**config.mk**
```make
export PLATFORM = sky130hd
export DESIGN_NAME = pipe_stage_skid_flat
export DESIGN_NICKNAME = d
export VERILOG_FILES = /design/src/rtl/pipe_stage_skid_pkg.sv /design/src/rtl/pipe_stage_skid_if.sv /design/src/rtl/pipe_stage_skid_sat_counter.sv /design/src/rtl/pipe_stage_skid.sv /design/src/flat_wrapper.sv
export SDC_FILE = /design/constraint.sdc
export NUM_CORES = 1
export LEC_CHECK = 0
export ABC_AREA = 1
export CORE_ASPECT_RATIO = 0.9
export CORE_MARGIN = 1
export CORE_UTILIZATION = 51
export DETAILED_ROUTE_END_ITERATION = 10
export PLACE_DENSITY = 0.8
export SLEW_MARGIN = 20
export SYNTH_ARGS = -nofsm -noshare
export SYNTH_HDL_FRONTEND = slang
export SYNTH_SLANG_ARGS = --single-unit
```
**constraint.sdc**
```tcl
create_clock -name clk -period 19.5 [get_ports clk]
set_input_delay 2.925 -clock clk [delete_from_list [all_inputs] [get_ports clk]]
set_output_delay 2.925 -clock clk [all_outputs]
set_load 0.01 [all_outputs]
```
**src/rtl/pipe_stage_skid_pkg.sv**
```systemverilog
// rtl/pipe_stage_skid_pkg.sv - shared constants for pipeline boundary stages
package pipe_pkg;

    localparam logic [31:0] NOP_INSTR_ENC  = 32'h0000_0013;
    localparam int          DATA_W_DEFAULT = 96;
    localparam int          CTRL_W_DEFAULT = 12;

    // Bit offsets of the control bundle fields, MSB first
    localparam int CTRL_PC_SEL      = 11;
    localparam int CTRL_RB_WR       = 10;
    localparam int CTRL_RB1_SEL     = 9;
    localparam int CTRL_RB2_SEL     = 8;
    localparam int CTRL_BR_SEL      = 7;
    localparam int CTRL_ALU_CTL_MSB = 6;
    localparam int CTRL_ALU_CTL_LSB = 3;
    localparam int CTRL_DM_WR       = 2;
    localparam int CTRL_DM_SEL      = 1;
    localparam int CTRL_DM_PC_SEL   = 0;

endpackage

```
**src/rtl/pipe_stage_skid_if.sv**
```systemverilog
// rtl/pipe_stage_skid_if.sv - valid/ready stream carrying one pipeline entry
interface pipe_stage_skid_if
    import pipe_pkg::*;
#(
    parameter int XLEN   = 32,
    parameter int DATA_W = DATA_W_DEFAULT,
    parameter int CTRL_W = CTRL_W_DEFAULT
);
    logic              valid;
    logic              ready;
    logic [XLEN-1:0]   pc;
    logic [XLEN-1:0]   pc_nxt;
    logic [XLEN-1:0]   instr;
    logic [DATA_W-1:0] data;
    logic [CTRL_W-1:0] ctrl;

    modport master (output valid, pc, pc_nxt, instr, data, ctrl, input ready);
    modport slave  (input valid, pc, pc_nxt, instr, data, ctrl, output ready);
endinterface

```
**src/rtl/pipe_stage_skid_sat_counter.sv**
```systemverilog
// rtl/pipe_stage_skid_sat_counter.sv - saturating event counter
module sat_counter #(
    parameter int W = 16
) (
    input  logic         clk,
    input  logic         rst,
    input  logic         inc,
    output logic [W-1:0] cnt
);
    logic [W-1:0] cnt_q, cnt_d;

    always_comb begin
        cnt_d = cnt_q;
        if (inc && (cnt_q != '1)) cnt_d = cnt_q + W'(1);
    end

    always_ff @(posedge clk or posedge rst) begin
        if (rst) cnt_q <= '0;
        else     cnt_q <= cnt_d;
    end

    assign cnt = cnt_q;
endmodule

```
**src/rtl/pipe_stage_skid.sv**
```systemverilog
// rtl/pipe_stage_skid.sv - stage boundary register with skid buffer, flush and event counters
module pipe_stage_skid
    import pipe_pkg::*;
#(
    parameter int              XLEN      = 32,
    parameter int              DATA_W    = DATA_W_DEFAULT,
    parameter int              CTRL_W    = CTRL_W_DEFAULT,
    parameter logic [XLEN-1:0] NOP_INSTR = XLEN'(NOP_INSTR_ENC),
    parameter int              CNT_W     = 16
) (
    input  logic              clk,
    input  logic              rst,
    input  logic              flush,
    pipe_stage_skid_if.slave  up,
    pipe_stage_skid_if.master dn,
    output logic [CNT_W-1:0]  stall_cnt,
    output logic [CNT_W-1:0]  flush_cnt
);
    localparam int PW = 3 * XLEN + DATA_W + CTRL_W;
    localparam logic [PW-1:0] PL_RST = {XLEN'(0), XLEN'(0), NOP_INSTR, DATA_W'(0), CTRL_W'(0)};

    logic          main_valid_q, main_valid_d;
    logic          skid_valid_q, skid_valid_d;
    logic [PW-1:0] main_pl_q, main_pl_d;
    logic [PW-1:0] skid_pl_q, skid_pl_d;
    logic [PW-1:0] in_pl;
    logic          in_fire, out_fire;
    logic [XLEN-1:0]   main_instr;
    logic [CTRL_W-1:0] main_ctrl;

    assign in_pl    = {up.pc, up.pc_nxt, up.instr, up.data, up.ctrl};
    // in_ready comes straight from the skid flag so out_ready never reaches it combinationally
    assign up.ready = ~skid_valid_q;
    assign in_fire  = up.valid & ~skid_valid_q;
    assign out_fire = main_valid_q & dn.ready;

    always_comb begin
        main_valid_d = main_valid_q;
        skid_valid_d = skid_valid_q;
        main_pl_d    = main_pl_q;
        skid_pl_d    = skid_pl_q;
        if (flush) begin
            main_valid_d = 1'b0;
            skid_valid_d = 1'b0;
        end else if (!main_valid_q || out_fire) begin
            if (skid_valid_q) begin
                main_pl_d    = skid_pl_q;
                main_valid_d = 1'b1;
                skid_valid_d = 1'b0;
            end else if (in_fire) begin
                main_pl_d    = in_pl;
                main_valid_d = 1'b1;
            end else begin
                main_valid_d = 1'b0;
            end
        end else if (in_fire) begin
            skid_pl_d    = in_pl;
            skid_valid_d = 1'b1;
        end
    end

    always_ff @(posedge clk or posedge rst) begin
        if (rst) begin
            main_valid_q <= 1'b0;
            skid_valid_q <= 1'b0;
            main_pl_q    <= PL_RST;
            skid_pl_q    <= PL_RST;
        end else begin
            main_valid_q <= main_valid_d;
            skid_valid_q <= skid_valid_d;
            main_pl_q    <= main_pl_d;
            skid_pl_q    <= skid_pl_d;
        end
    end

    assign {dn.pc, dn.pc_nxt, main_instr, dn.data, main_ctrl} = main_pl_q;
    assign dn.valid = main_valid_q;
    // Empty stage shows a harmless NOP to decoders that ignore valid
    assign dn.instr = main_valid_q ? main_instr : NOP_INSTR;
    assign dn.ctrl  = main_valid_q ? main_ctrl : '0;

    sat_counter #(.W(CNT_W)) u_stall_cnt (
        .clk (clk),
        .rst (rst),
        .inc (main_valid_q & ~dn.ready),
        .cnt (stall_cnt)
    );

    sat_counter #(.W(CNT_W)) u_flush_cnt (
        .clk (clk),
        .rst (rst),
        .inc (flush & (main_valid_q | skid_valid_q)),
        .cnt (flush_cnt)
    );
endmodule
```
**src/flat_wrapper.sv**
```systemverilog
// flat-port wrapper written by rule: the top's interface ports become plain ports
module pipe_stage_skid_flat import pipe_pkg::*;
#(
    parameter int              XLEN      = 32,
    parameter int              DATA_W    = DATA_W_DEFAULT,
    parameter int              CTRL_W    = CTRL_W_DEFAULT,
    parameter logic [XLEN-1:0] NOP_INSTR = XLEN'(NOP_INSTR_ENC),
    parameter int              CNT_W     = 16
)
  (clk, rst, flush, stall_cnt, flush_cnt, up_valid, up_pc, up_pc_nxt, up_instr, up_data, up_ctrl, up_ready, dn_valid, dn_pc, dn_pc_nxt, dn_instr, dn_data, dn_ctrl, dn_ready);
  pipe_stage_skid_if #(.XLEN(XLEN), .DATA_W(DATA_W), .CTRL_W(CTRL_W)) up_i ();
  pipe_stage_skid_if #(.XLEN(XLEN), .DATA_W(DATA_W), .CTRL_W(CTRL_W)) dn_i ();
  input  logic clk;
  input  logic rst;
  input  logic flush;
  output logic [CNT_W-1:0] stall_cnt;
  output logic [CNT_W-1:0] flush_cnt;
  input wire logic [$bits(up_i.valid)-1:0] up_valid;
  input wire logic [$bits(up_i.pc)-1:0] up_pc;
  input wire logic [$bits(up_i.pc_nxt)-1:0] up_pc_nxt;
  input wire logic [$bits(up_i.instr)-1:0] up_instr;
  input wire logic [$bits(up_i.data)-1:0] up_data;
  input wire logic [$bits(up_i.ctrl)-1:0] up_ctrl;
  output wire logic [$bits(up_i.ready)-1:0] up_ready;
  output wire logic [$bits(dn_i.valid)-1:0] dn_valid;
  output wire logic [$bits(dn_i.pc)-1:0] dn_pc;
  output wire logic [$bits(dn_i.pc_nxt)-1:0] dn_pc_nxt;
  output wire logic [$bits(dn_i.instr)-1:0] dn_instr;
  output wire logic [$bits(dn_i.data)-1:0] dn_data;
  output wire logic [$bits(dn_i.ctrl)-1:0] dn_ctrl;
  input wire logic [$bits(dn_i.ready)-1:0] dn_ready;
  assign up_i.valid = up_valid;
  assign up_i.pc = up_pc;
  assign up_i.pc_nxt = up_pc_nxt;
  assign up_i.instr = up_instr;
  assign up_i.data = up_data;
  assign up_i.ctrl = up_ctrl;
  assign up_ready = up_i.ready;
  assign dn_valid = dn_i.valid;
  assign dn_pc = dn_i.pc;
  assign dn_pc_nxt = dn_i.pc_nxt;
  assign dn_instr = dn_i.instr;
  assign dn_data = dn_i.data;
  assign dn_ctrl = dn_i.ctrl;
  assign dn_i.ready = dn_ready;
  pipe_stage_skid #(.XLEN(XLEN), .DATA_W(DATA_W), .CTRL_W(CTRL_W), .NOP_INSTR(NOP_INSTR), .CNT_W(CNT_W)) u_core (.clk(clk), .rst(rst), .flush(flush), .up(up_i), .dn(dn_i), .stall_cnt(stall_cnt), .flush_cnt(flush_cnt));
endmodule
```
==> impl_metrics.tcl <==
set metrics [dict create \
    p_switching_uw 746 \
    synthDistinctLibCells 29 \
    drc 0 \
    cts_made_buffers 46 \
    nets 2934 \
    layout_commonest_cell "nand2_1" \
    finalCritPeriodShare 0.322 \
    crit_fanout 193 \
    syn_inst 2519 \
    p_sw_frac 0.282 \
    die-area_um2 41500 \
    endpoint_kind "flop" \
    relSlewSlack 0.278 \
    clk_latency_ns 0.58 \
    ff2ff_path_depth 8 \
    syn2layout_area_growth_pct 23.0 \
    worstHoldStart "u_core.skid_pl_q[202]" \
    criticalPathCategory "input pin to flop" \
    route.antenna.remaining_nets 0 \
    status "finished clean" \
    clk_pin_slew_worst_paths_ns 0.06 \
    crit_path_start_kind "input pin" \
    power_frac_comb 0.201 \
    via_per_inst 5.14 \
    multi_input_area_um2 6630 \
    stdcell_area_um2 25500 \
    ys_seq_elements 442 \
    layout_common_cells "782 x nand2_1, 471 x o21ai_0, 446 x clkdlybuf4s50_1" \
    grt_util_met1 0.328 \
    fin_crit_ns 6.28 \
    report.final.slew_viol_count 0 \
    worst_pin_slew_ns 1.08 \
    grt_overflow 0 \
    hold_viol 0 \
    grt_use_met2 0.396 \
    rsz0062_at_grt "false" \
    grt_pass1_vias 16200 \
    io_pins 447 \
    clock-root-buffer "clkbuf_16" \
    worst_ep_required_time_ns 19.99 \
    drv_cap 0 \
    ys_seq_area_frac 0.534 \
    hold_path.class "flop to flop" \
    yosys.area.top_type "dfrtp_1" \
    grt_pass1_wl_um 84300 \
    cts_max_level 2 \
    arrival_ns 6.76 \
    startpoint "flush" \
    syn_nets 2730 \
    clockBufferDepth 3 \
    wirelength_um 51800 \
    cts_tree "done" \
    ys_warn_count 0 \
    drt-wirelength-per-cell_um 15.7 \
    dp_hpwl_um 34300 \
    cts_resized 0 \
    timing.rr.start "u_core.dn.valid" \
    start_util 0.521 \
    die_h_um 193 \
    setup_viol 0 \
    placementRows 69 \
    die_x_um 215 \
    dpl_cell_area_um2 24000 \
    hold_buffers 0 \
    postSynthAreaPerCell_um2 8.23 \
    powerDensity_nw_per_um2 104 \
    vias 16900 \
    core_um2 39800 \
    fillers 3244 \
    power_uw 2640 \
    clock_sinks 442 \
    drive_gt1_frac 0.0377 \
    synth_top_area_share 0.526 \
    setup-tns-final_ns 0 \
    cts_setup_buffers 0 \
    portBuffers 446 \
    fin_skew_ns 0.0176 \
    place_congestion 0.867 \
    dr.pass1.iters 5 \
    grtUsageTotal 0.250 \
    grtUsageMet3 0.0730 \
    drtIter0Drc 1626 \
    p_seq_frac 0.464 \
    grt_antenna_before_repair 5 \
    gr-max-usage-layer "met2" \
    vdd_ir_drop_max_v 0.0000748 \
    syn_area_um2 20700 \
    p_leak_uw 0.0127 \
    regArea_um2 11100 \
    synth.area.top_cells "dfrtp_1 53%, nand2_1 14%, o21ai_0 11%" \
    fin_util 0.641 \
    holdPathStages 2 \
    diodes 0 \
    fmax_mhz 159 \
    p_int_uw 1900 \
    clkPwrFrac 0.335 \
    grt_start_max_net_pins 228 \
]
## critical path, cell delays in order
cell	delay (ns)
clkdlybuf4s50_1	0.47
inv_1	0.11
o21ai_1	0.22
nor2_4	0.13
inv_8	0.59
buf_4	0.90
buf_4	0.83
nand2_1	0.15
o21ai_0	0.13
## Yosys cell counts
| cell | number |
|---|---|
| a21oi_4 | 1 |
| o21ai_0 | 471 |
| clkbuf_1 | 67 |
| nor2_8 | 1 |
| nor2_2 | 2 |
| and3_1 | 1 |
| dfrtp_1 | 436 |
| nand2_1 | 782 |
| nand3_1 | 16 |
| inv_1 | 273 |
| buf_1 | 6 |
| nor3_1 | 2 |
| inv_4 | 1 |
| ha_1 | 2 |
| o21ai_2 | 4 |
| buf_6 | 29 |
| xnor2_1 | 8 |
| nand4_2 | 1 |
| buf_2 | 37 |
| dfstp_2 | 6 |
| o211ai_1 | 3 |
| nand3b_1 | 2 |
| nand4_1 | 8 |
| buf_4 | 163 |
| xor2_1 | 6 |
| o21ai_1 | 148 |
| inv_2 | 3 |
| nor2_4 | 1 |
| nor2_1 | 39 |
## power by group through the flow
stage               sequential, uW  clock (uW)  combinational, uW
floorplan                     1210           0                350
global placement              1230           0                513
detailed placement            1230           0                532
CTS                           1220         902                536
global route                  1250         938                594
finish                        1230         885                531
## state kept, by name (all words and copies together) (netlist names)
signal	count
u_core.dn.valid	1
u_core.main_pl_q	204
u_core.u_stall_cnt.cnt	16
u_core.u_flush_cnt.cnt	16
u_core.skid_pl_q	204
u_core.skid_valid_q	1
## final cells by class
class,instances,share of cell area
Multi-Input combinational cell,1498,0.260
Sequential cell,442,0.434
Tap cell,532,0.0261
Clock inverter,15,0.00760
Timing Repair Buffer,458,0.179
Clock buffer,66,0.0516
Inverter,277,0.0417
## through the flow
stage                     std cells  worst slack, ns  hold slack (ns)
after floorplan                2519             4.27            0.448
after global placement         3207            12.84            0.460
after detailed placement       3207            12.73            0.462
after CTS                      3288            13.34            0.476
after global routing           3288            12.87            0.500
final                          3288            13.22            0.474
## routing by layer
metal,vias up,part of all wire
li1,8165,-
met2,595,0.46
met4,10,0.026
met5,-,0.0014
met3,94,0.083
met1,8031,0.43
## final timing paths
check	to	slack, ns
max	u_core.main_pl_q[171]	13.22
max in group asynchronous	u_core.skid_pl_q[98]	14.45
min reg2reg	u_core.skid_pl_q[202]	0.47
min in group asynchronous	u_core.main_pl_q[8]	2.87
max reg2reg	u_core.main_pl_q[171]	15.12
min	u_core.skid_pl_q[202]	0.47
## cells by family after synthesis
kind of cell               after synthesis  share of synthesized area
AOI/OAI and AO/OA                      627                      0.153
adders and majority gates                2                    0.00121
DFF                                    442                      0.534
and+or+nand+nor                        855                      0.159
xor gates and xnor gates                14                    0.00591
buffers and inverters                  579                      0.147
Power figures use the tool's default switching activity.
